`config.mk`:
```
export PLATFORM = sky130hd
export DESIGN_NAME = leds_seq_ctrl
export DESIGN_NICKNAME = d
export VERILOG_FILES = /design/src/rtl/leds_seq_ctrl.sv
export SDC_FILE = /design/constraint.sdc
export NUM_CORES = 1
export LEC_CHECK = 0
export ABC_CLOCK_PERIOD_IN_PS = 2150
export CAP_MARGIN = 20
export CORE_MARGIN = 10
export CORE_UTILIZATION = 45
export CTS_CLUSTER_SIZE = 12
export DETAILED_ROUTE_END_ITERATION = 8
export PLACE_DENSITY = 0.72
export SETUP_SLACK_MARGIN = 0.3
export SYNTH_ARGS = -nofsm -noshare
export SYNTH_HDL_FRONTEND = slang
export SYNTH_SLANG_ARGS = --single-unit
```
`constraint.sdc`:
```
create_clock -name clk -period 2.15 [get_ports clk]
set_input_delay 0.3225 -clock clk [delete_from_list [all_inputs] [get_ports clk]]
set_output_delay 0.3225 -clock clk [all_outputs]
set_load 0.1 [all_outputs]
```
`src/rtl/leds_seq_ctrl.sv`:
```
`default_nettype none
// ============================================================================
// Module   : leds_seq_ctrl
// Brief    : Eight-LED bar sequencer. A prescaler produces a step strobe and a
//            mode/speed state machine drives SCAN, FILL or BLINK patterns.
//            Optional macro LEDS_SEQ_PAUSE_EN adds a pause_btn input that
//            toggles an internal paused flag.
// Revision : 1.0 - initial release
// ============================================================================
module leds_seq_ctrl #(
   parameter int TICK_DIV = 12500000
) (
   input  logic       clk,
   input  logic       reset,
   input  logic       enable,
   input  logic       mode_btn,
   input  logic       speed_btn,
`ifdef LEDS_SEQ_PAUSE_EN
   input  logic       pause_btn,
`endif
   output logic [7:0] leds,
   output logic [1:0] mode,
   output logic [1:0] speed,
   output logic       tick
);

   // Prescaler width covers the slowest terminal count (TICK_DIV - 1).
   localparam int c_cnt_w = (TICK_DIV > 1) ? $clog2(TICK_DIV) : 1;

   // Terminal counts for each speed level: (TICK_DIV >> speed) - 1.
   localparam logic [c_cnt_w-1:0] c_term_s0 = c_cnt_w'((TICK_DIV >> 0) - 1);
   localparam logic [c_cnt_w-1:0] c_term_s1 = c_cnt_w'((TICK_DIV >> 1) - 1);
   localparam logic [c_cnt_w-1:0] c_term_s2 = c_cnt_w'((TICK_DIV >> 2) - 1);
   localparam logic [c_cnt_w-1:0] c_term_s3 = c_cnt_w'((TICK_DIV >> 3) - 1);

   typedef enum logic [1:0] {
      MODE_SCAN  = 2'd0,
      MODE_FILL  = 2'd1,
      MODE_BLINK = 2'd2,
      MODE_BAD   = 2'd3
   } mode_t;

   mode_t              r_mode;
   logic [1:0]         r_speed;
   logic [c_cnt_w-1:0] r_cnt;
   logic [2:0]         r_pos;
   logic               r_dir_up;
   logic [3:0]         r_k;
   logic               r_phase;
   logic [7:0]         r_leds;

   logic [c_cnt_w-1:0] w_term;
   logic               w_at_term;
   logic               w_run;
   logic               w_paused;
   logic [2:0]         w_next_pos;
   logic               w_next_dir_up;
   logic [3:0]         w_next_k;

`ifdef LEDS_SEQ_PAUSE_EN
   logic               r_paused;

   // Paused flag: each pause_btn pulse flips it, independent of the other buttons.
   always_ff @(posedge clk) begin
      if (!reset) begin
         r_paused <= 1'b0;
      end else if (pause_btn) begin
         r_paused <= ~r_paused;
      end
   end

   assign w_paused = r_paused;
`else
   assign w_paused = 1'b0;
`endif

   // Select the prescaler terminal count for the current speed level.
   always_comb begin
      w_term = c_term_s0;
      case (r_speed)
         2'd0:    w_term = c_term_s0;
         2'd1:    w_term = c_term_s1;
         2'd2:    w_term = c_term_s2;
         default: w_term = c_term_s3;
      endcase
   end

   assign w_at_term = (r_cnt == w_term);
   assign w_run     = enable & ~w_paused;
   assign tick      = w_run & w_at_term;

   // Next SCAN position: bounce between 7 and 0, flipping direction on arrival
   // at an end so neither end value is shown twice in a row.
   always_comb begin
      w_next_pos    = r_pos;
      w_next_dir_up = r_dir_up;
      if (r_dir_up) begin
         w_next_pos = r_pos + 3'd1;
         if (r_pos == 3'd6) begin
            w_next_dir_up = 1'b0;
         end
      end else begin
         w_next_pos = r_pos - 3'd1;
         if (r_pos == 3'd1) begin
            w_next_dir_up = 1'b1;
         end
      end
   end

   // Next FILL level: 0..8 then wrap to 0.
   assign w_next_k = (r_k >= 4'd8) ? 4'd0 : (r_k + 4'd1);

   // Mode/speed state machine, prescaler and registered LED pattern.
   // Buttons take priority over a step; any button edge clears the prescaler
   // and swallows a coincident tick.
   always_ff @(posedge clk) begin
      if (!reset) begin
         r_mode   <= MODE_SCAN;
         r_speed  <= 2'd0;
         r_cnt    <= '0;
         r_pos    <= 3'd7;
         r_dir_up <= 1'b0;
         r_k      <= 4'd0;
         r_phase  <= 1'b1;
         r_leds   <= 8'h80;
      end else begin
         if (speed_btn) begin
            r_speed <= r_speed + 2'd1;
         end

         if (mode_btn | speed_btn) begin
            r_cnt <= '0;
            if (mode_btn) begin
               case (r_mode)
                  MODE_SCAN: begin
                     r_mode <= MODE_FILL;
                     r_k    <= 4'd0;
                     r_leds <= 8'h00;
                  end
                  MODE_FILL: begin
                     r_mode  <= MODE_BLINK;
                     r_phase <= 1'b1;
                     r_leds  <= 8'hFF;
                  end
                  default: begin
                     // BLINK wraps to SCAN; an illegal code lands here too.
                     r_mode   <= MODE_SCAN;
                     r_pos    <= 3'd7;
                     r_dir_up <= 1'b0;
                     r_leds   <= 8'h80;
                  end
               endcase
            end
         end else if (r_mode == MODE_BAD) begin
            // Unreachable encoding: fall back to a clean SCAN restart.
            r_mode   <= MODE_SCAN;
            r_cnt    <= '0;
            r_pos    <= 3'd7;
            r_dir_up <= 1'b0;
            r_leds   <= 8'h80;
         end else if (w_run) begin
            if (w_at_term) begin
               r_cnt <= '0;
               case (r_mode)
                  MODE_SCAN: begin
                     r_pos    <= w_next_pos;
                     r_dir_up <= w_next_dir_up;
                     r_leds   <= 8'h01 << w_next_pos;
                  end
                  MODE_FILL: begin
                     r_k    <= w_next_k;
                     r_leds <= ~(8'hFF >> w_next_k);
                  end
                  MODE_BLINK: begin
                     r_phase <= ~r_phase;
                     r_leds  <= {8{~r_phase}};
                  end
                  default: begin
                     r_leds <= r_leds;
                  end
               endcase
            end else begin
               r_cnt <= r_cnt + c_cnt_w'(1);
            end
         end
      end
   end

   assign leds  = r_leds;
   assign mode  = r_mode;
   assign speed = r_speed;

endmodule
`default_nettype wire

```
; After elaboration in Yosys (flattened, before gate mapping)
; Cells that the tools add are included.
[classes]
n_shift = 2
bitwise = 5
addsub = 5
eq_ne = 13
muxes = 46
n_reduce_logical = 18
magnitude_cmp = 1
[ops]
columns = operator, n
row1 = $pmux W24 S3, 1
row2 = $mux W8, 5
row3 = $mux W4, 8
row4 = $add A24 B1 Y24 const B, 1
row5 = $eq A24 B24 Y1, 1
row6 = $mux W24, 1
row7 = $mux W3, 8
row8 = $pmux W8 S3, 1
row9 = $mux W1, 17
row10 = $pmux W8 S2, 1
row11 = $reduce_and A6 Y1, 2
row12 = $reduce_bool A2 Y1, 5
row13 = $reduce_bool A3 Y1, 3
row14 = $not A8 Y8, 1
row15 = $shl A1 B3 Y8 const A, 1
row16 = $shr A8 B4 Y8 const A, 1
row17 = $eq A2 B2 Y1 const B, 3
row18 = $mux W2, 3
row19 = $ne A2 B2 Y1 const B, 3
row20 = $reduce_and A5 Y1, 1
row21 = $reduce_bool A5 Y1, 1
row22 = $add A4 B1 Y4 const B, 1
row23 = $eq A2 B1 Y1 const B, 2
row24 = $ge A4 B4 Y1 const B, 1
row25 = 15 further kinds, 18
[totals]
output_inout_bits = 13
in_bits = 5
ff_bits = 45
wordCells = 98

; Logic depth before layout (Yosys ltp)
[logic_depth]
word_depth = 9
depth_mapped = 10
mapped_depth_nobuf = 8

; Least setup slack after synthesis
; OpenSTA, ideal clock, no wires.
[synth_path]
kind = register to register
startpoint = register r_speed[0] (netlist: speed[0])
endpoint = register r_cnt[0]
required_ps = 2033
n_path_buf = 1
stages_incl_launch_ff = 9
setup_slack_ps = -1394
setup_ps = 117
t_arrival_ps = 3427
cell_sequence = dfxtp_1 -> inv_1 -> ha_1 -> nand4bb_1 -> a22oi_2 -> and4_1 -> nand3b_1 -> buf_2 -> nor2_1
[synth_via]
elab_chain_cells = 4
[synth_lines]
columns = element, line_no
row1 = "start, declared", 44  ; logic [1:0] r_speed;
row2 = "start signal, assigned", 128  ; r_speed <= r_speed + 2'd1;
row3 = $eq A2 B2 Y1 (tied with other cells), 80  ; case (r_speed)
row4 = $pmux W24 S3 *, 80
row5 = $eq A24 B24 Y1 *, 88  ; assign w_at_term = (r_cnt == w_term);
row6 = $mux W24 *, 162  ; if (w_at_term) begin
row7 = "end signal, assigned", 183  ; r_cnt <= r_cnt + c_cnt_w'(1);
row8 = "end, declared", 45  ; logic [c_cnt_w-1:0] r_cnt;
; Mark *: on every way between the ends. The rest lies on a longest branch, timed or not.
; A chain may end at the register's enable or synchronous reset.

; Worst setup path after layout
[layout_path]
startpoint = register r_speed[0] (netlist: speed[0])
endpoint = output port tick
[layout_via]
elab_chain_cells = 4
[layout_lines]
columns = element, line_no
row1 = $eq A2 B2 Y1 (tied with other cells), 80
row2 = $pmux W24 S3 *, 80
row3 = $eq A24 B24 Y1 *, 88
row4 = $and A1 B1 Y1 *, 90  ; assign tick = w_run & w_at_term;
row5 = "end, declared", 24  ; output logic tick
; Marks and branches as above.

==> reports/metrics.csv <==
metric,value,unit
status,finished with violations,
violated checks,setup timing,
end of the worst hold path,leds[3]$_SDFFE_PN0P_,
number of CTS-inserted buffers,5,
crit start category,register,
Starting DRT DRC Count,123,
CTS root buffer,clkbuf_8,
critical setup path kind,reg -> out,
r2r setup slk,-30,ps
Hold Crit Class,reg -> reg,
sequential fraction of the synthesis area,0.326,
skew final,5.21,ps
mean area per synthesized cell,8.07,sq um
Yosys warning count,0,
clock network power share,0.297,
maximum vdd drop,0.000251,V
total power,1860,uW
dpl cell area,0.00324,sq mm
synthesized instance count,342,
Setup TNS,-81.6,ps
first-pass GRT wire length,11.8,mm
Final period util,1.02,
CP required,1830,ps
GP Congestion,0.891,
Initial Util,0.466,
Site Rows,28,
final hold vios,0,
Crit. End Element,primary output,
GRT Util Overall,0.143,
# diodes,0,
initial antenna violation count,0,
R2R cell count,8,
detailed-route DRC error count,0,
nets@finish,418,
WL per Instance,16.9,um
Synthesized Nets,365,
H-tree lvl count,2,
Setup crit start,speed[0]$_SDFFE_PN0P_,
Worst-Margin Slew,521,ps
post-route cell area,0.00387,sq mm
core footprint,0.00592,sq mm
power share of the combinational group,0.235,
total congestion overflow,0,
NetSw,599,uW
CP max FO,7,
post-synthesis cell type count,62,
P per Cell Area,479,mW/mm^2
top_reg_cell synth,dfxtp_1,
clock latency on the worst-skew pair,300,ps
fmax,455,MHz
Seq pwr share,0.468,
Finished Layout Cells,470,
Setup-failing EPs final,2,
Max Cap Violations,0,
Cell Int Power,1260,uW
die area,0.00967,sq mm
DRT Pass-1 Iters,4,
dpl cells,448,
Leak,0.00143,uW
Routed Antenna Nets,0,
largest net degree at the start of global routing,25,
die height,98.3,um
slew margin rel.,0.648,
Max Root-Sink Buffers,2,
number of max-slew violations in the final report,0,
setup ws final,-48.0,ps
"Clk pin slew, worst setup/hold paths",80,ps
layout cells sized above 1,0.342,
CP arrival,1880,ps
number of synthesized flops with an enable pin,0,
hold path startpoint,leds[3]$_SDFFE_PN0P_,
most frequent cells in the layout,"43 x buf_4, 41 x dfxtp_1, 26 x nand2_1",
"most common cell after layout, fill and taps aside",buf_4,
clk sink count,45,
"FFs w/ async S/R, synth",0,
post-synthesis sequential element count,45,
Reg2Reg Launch Point,speed[0]$_SDFFE_PN0P_,
vias per std cell,5.71,
unrepaired setup endpoints after global routing,yes,
hold depth,2,
total wire length,7.95,mm
Port Buffers,17,
Worst R2R End,r_k[3]$_SDFFE_PN0P_,
vias in the first global route,2505,
number of vias after detailed routing,2686,
Synth Cell Area,0.00276,sq mm
number of I/O pins,18,
Sw Share,0.323,
CTS tree,built,
HPWL Detailed,5.07,mm
hold buffers post-CTS,0,
Area Overhead vs Synth,40.2,%
final period demand of the worst path,2200,ps
die width,98.3,um
-- critical path, cell delays in order (launching register included) --
cell and delay, ps:
dfxtp_4 430, inv_6 60, ha_4 160, and3b_1 220
o2111ai_2 120, nor2_1 130, and4_4 270, buf_12 180
-- flip-flops by register name, summed over array words and instances, names as in the netlist --
| register | cells |
|---|---|
| speed | 2 |
| r_pos | 3 |
| mode | 2 |
| r_phase | 1 |
| leds | 8 |
| r_cnt | 24 |
| r_k | 4 |
| r_dir_up | 1 |
-- power groups by stage --
stage | Sequential [uW] | Clock (uW) | Combinational [uW]
6_report | 868 | 551 | 436
5_1_grt | 873 | 589 | 463
4_1_cts | 867 | 555 | 395
3_5_place_dp | 889 | 0 | 363
3_3_place_gp | 887 | 0 | 358
2_1_floorplan | 996 | 0 | 149
-- per-layer routing --
| layer | part of all wire | wire length (um) | global-route usage |
|---|---|---|---|
| met5 | 0 | 0 | 0 |
| met4 | 0.021 | 164 | 0.0463 |
| met3 | 0.034 | 273 | 0.0310 |
| met2 | 0.54 | 4300 | 0.260 |
| met1 | 0.40 | 3210 | 0.161 |
-- cells in the mapped netlist (2+ instances only) --
library cell	n	area [sq um]
xor2_1	14	123
nand3_1	18	90.1
xnor2_1	16	140
o21ai_0	14	70.1
o31a_1	2	17.5
a211oi_1	2	15.0
clkbuf_1	10	37.5
ha_1	18	225
nor2b_1	3	18.8
a21oi_1	15	75.1
o2111ai_1	2	17.5
nor3b_1	4	30.0
or3_1	2	12.5
and2_1	3	18.8
nand2b_1	2	12.5
nand4_1	8	50.1
nand2_1	27	101
a31oi_1	7	43.8
a21o_1	2	15.0
mux2i_1	3	30.0
inv_1	20	75.1
a31o_2	3	26.3
nand4b_1	2	17.5
and3_1	6	37.5
dfxtp_1	45	901
buf_2	5	25.0
nor4_1	2	12.5
nor2_1	46	173
nor3_1	5	25.0
and3b_1	2	17.5
and4_1	3	26.3
-- stage by stage --
| step | hold WS (ps) | util | setup WS, ps |
|---|---|---|---|
| floorplan | 469 | - | -184 |
| global placement | 451 | 0.547 | -53.4 |
| detailed placement | 453 | 0.547 | -159 |
| CTS | 454 | 0.600 | -28.1 |
| global route | 469 | 0.654 | -140 |
| finish | 451 | 0.654 | -48.0 |
-- worst max-delay path by stage --
stage	endpoint	slack [ps]	cells past startpoint
2_1_floorplan	r_cnt[14]$_SDFFE_PP0P_	-180	9
3_3_place_gp	r_k[3]$_SDFFE_PN0P_	-50	9
3_5_place_dp	r_k[3]$_SDFFE_PN0P_	-160	9
4_1_cts	tick	-30	7
5_1_grt	r_k[3]$_SDFFE_PN0P_	-140	8
6_report	tick	-50	7
-- cell families after synthesis --
logic type               count (synthesis)  synth area share
AND/OR/NAND/NOR                        146             0.277
AO/OA/AOI/OAI                           63             0.153
flip-flops                              45             0.326
buffers and inverters                   37            0.0553
XOR/XNOR                                30            0.0952
adder cells (fa/ha/maj)                 18            0.0816
multiplexers                             3            0.0109
-- area by class of cell --
type	count	area, sq um
Inverter	21	86.3
Fill cell	484	2050
Sequential cell	45	916
Clock buffer	7	86.3
Multi-Input combinational cell	261	2110
Tap cell	75	93.8
Timing Repair Buffer	61	574
-- repair_timing --
action,in CTS,in global routing
setup buffers,8,3
cloned,1,3
hold endpoints to repair,0,0
endpoints found under the setup margin,42,42
resized for setup,43,54
pin swaps,23,25
No activity file was read; power rests on OpenSTA's default activity.
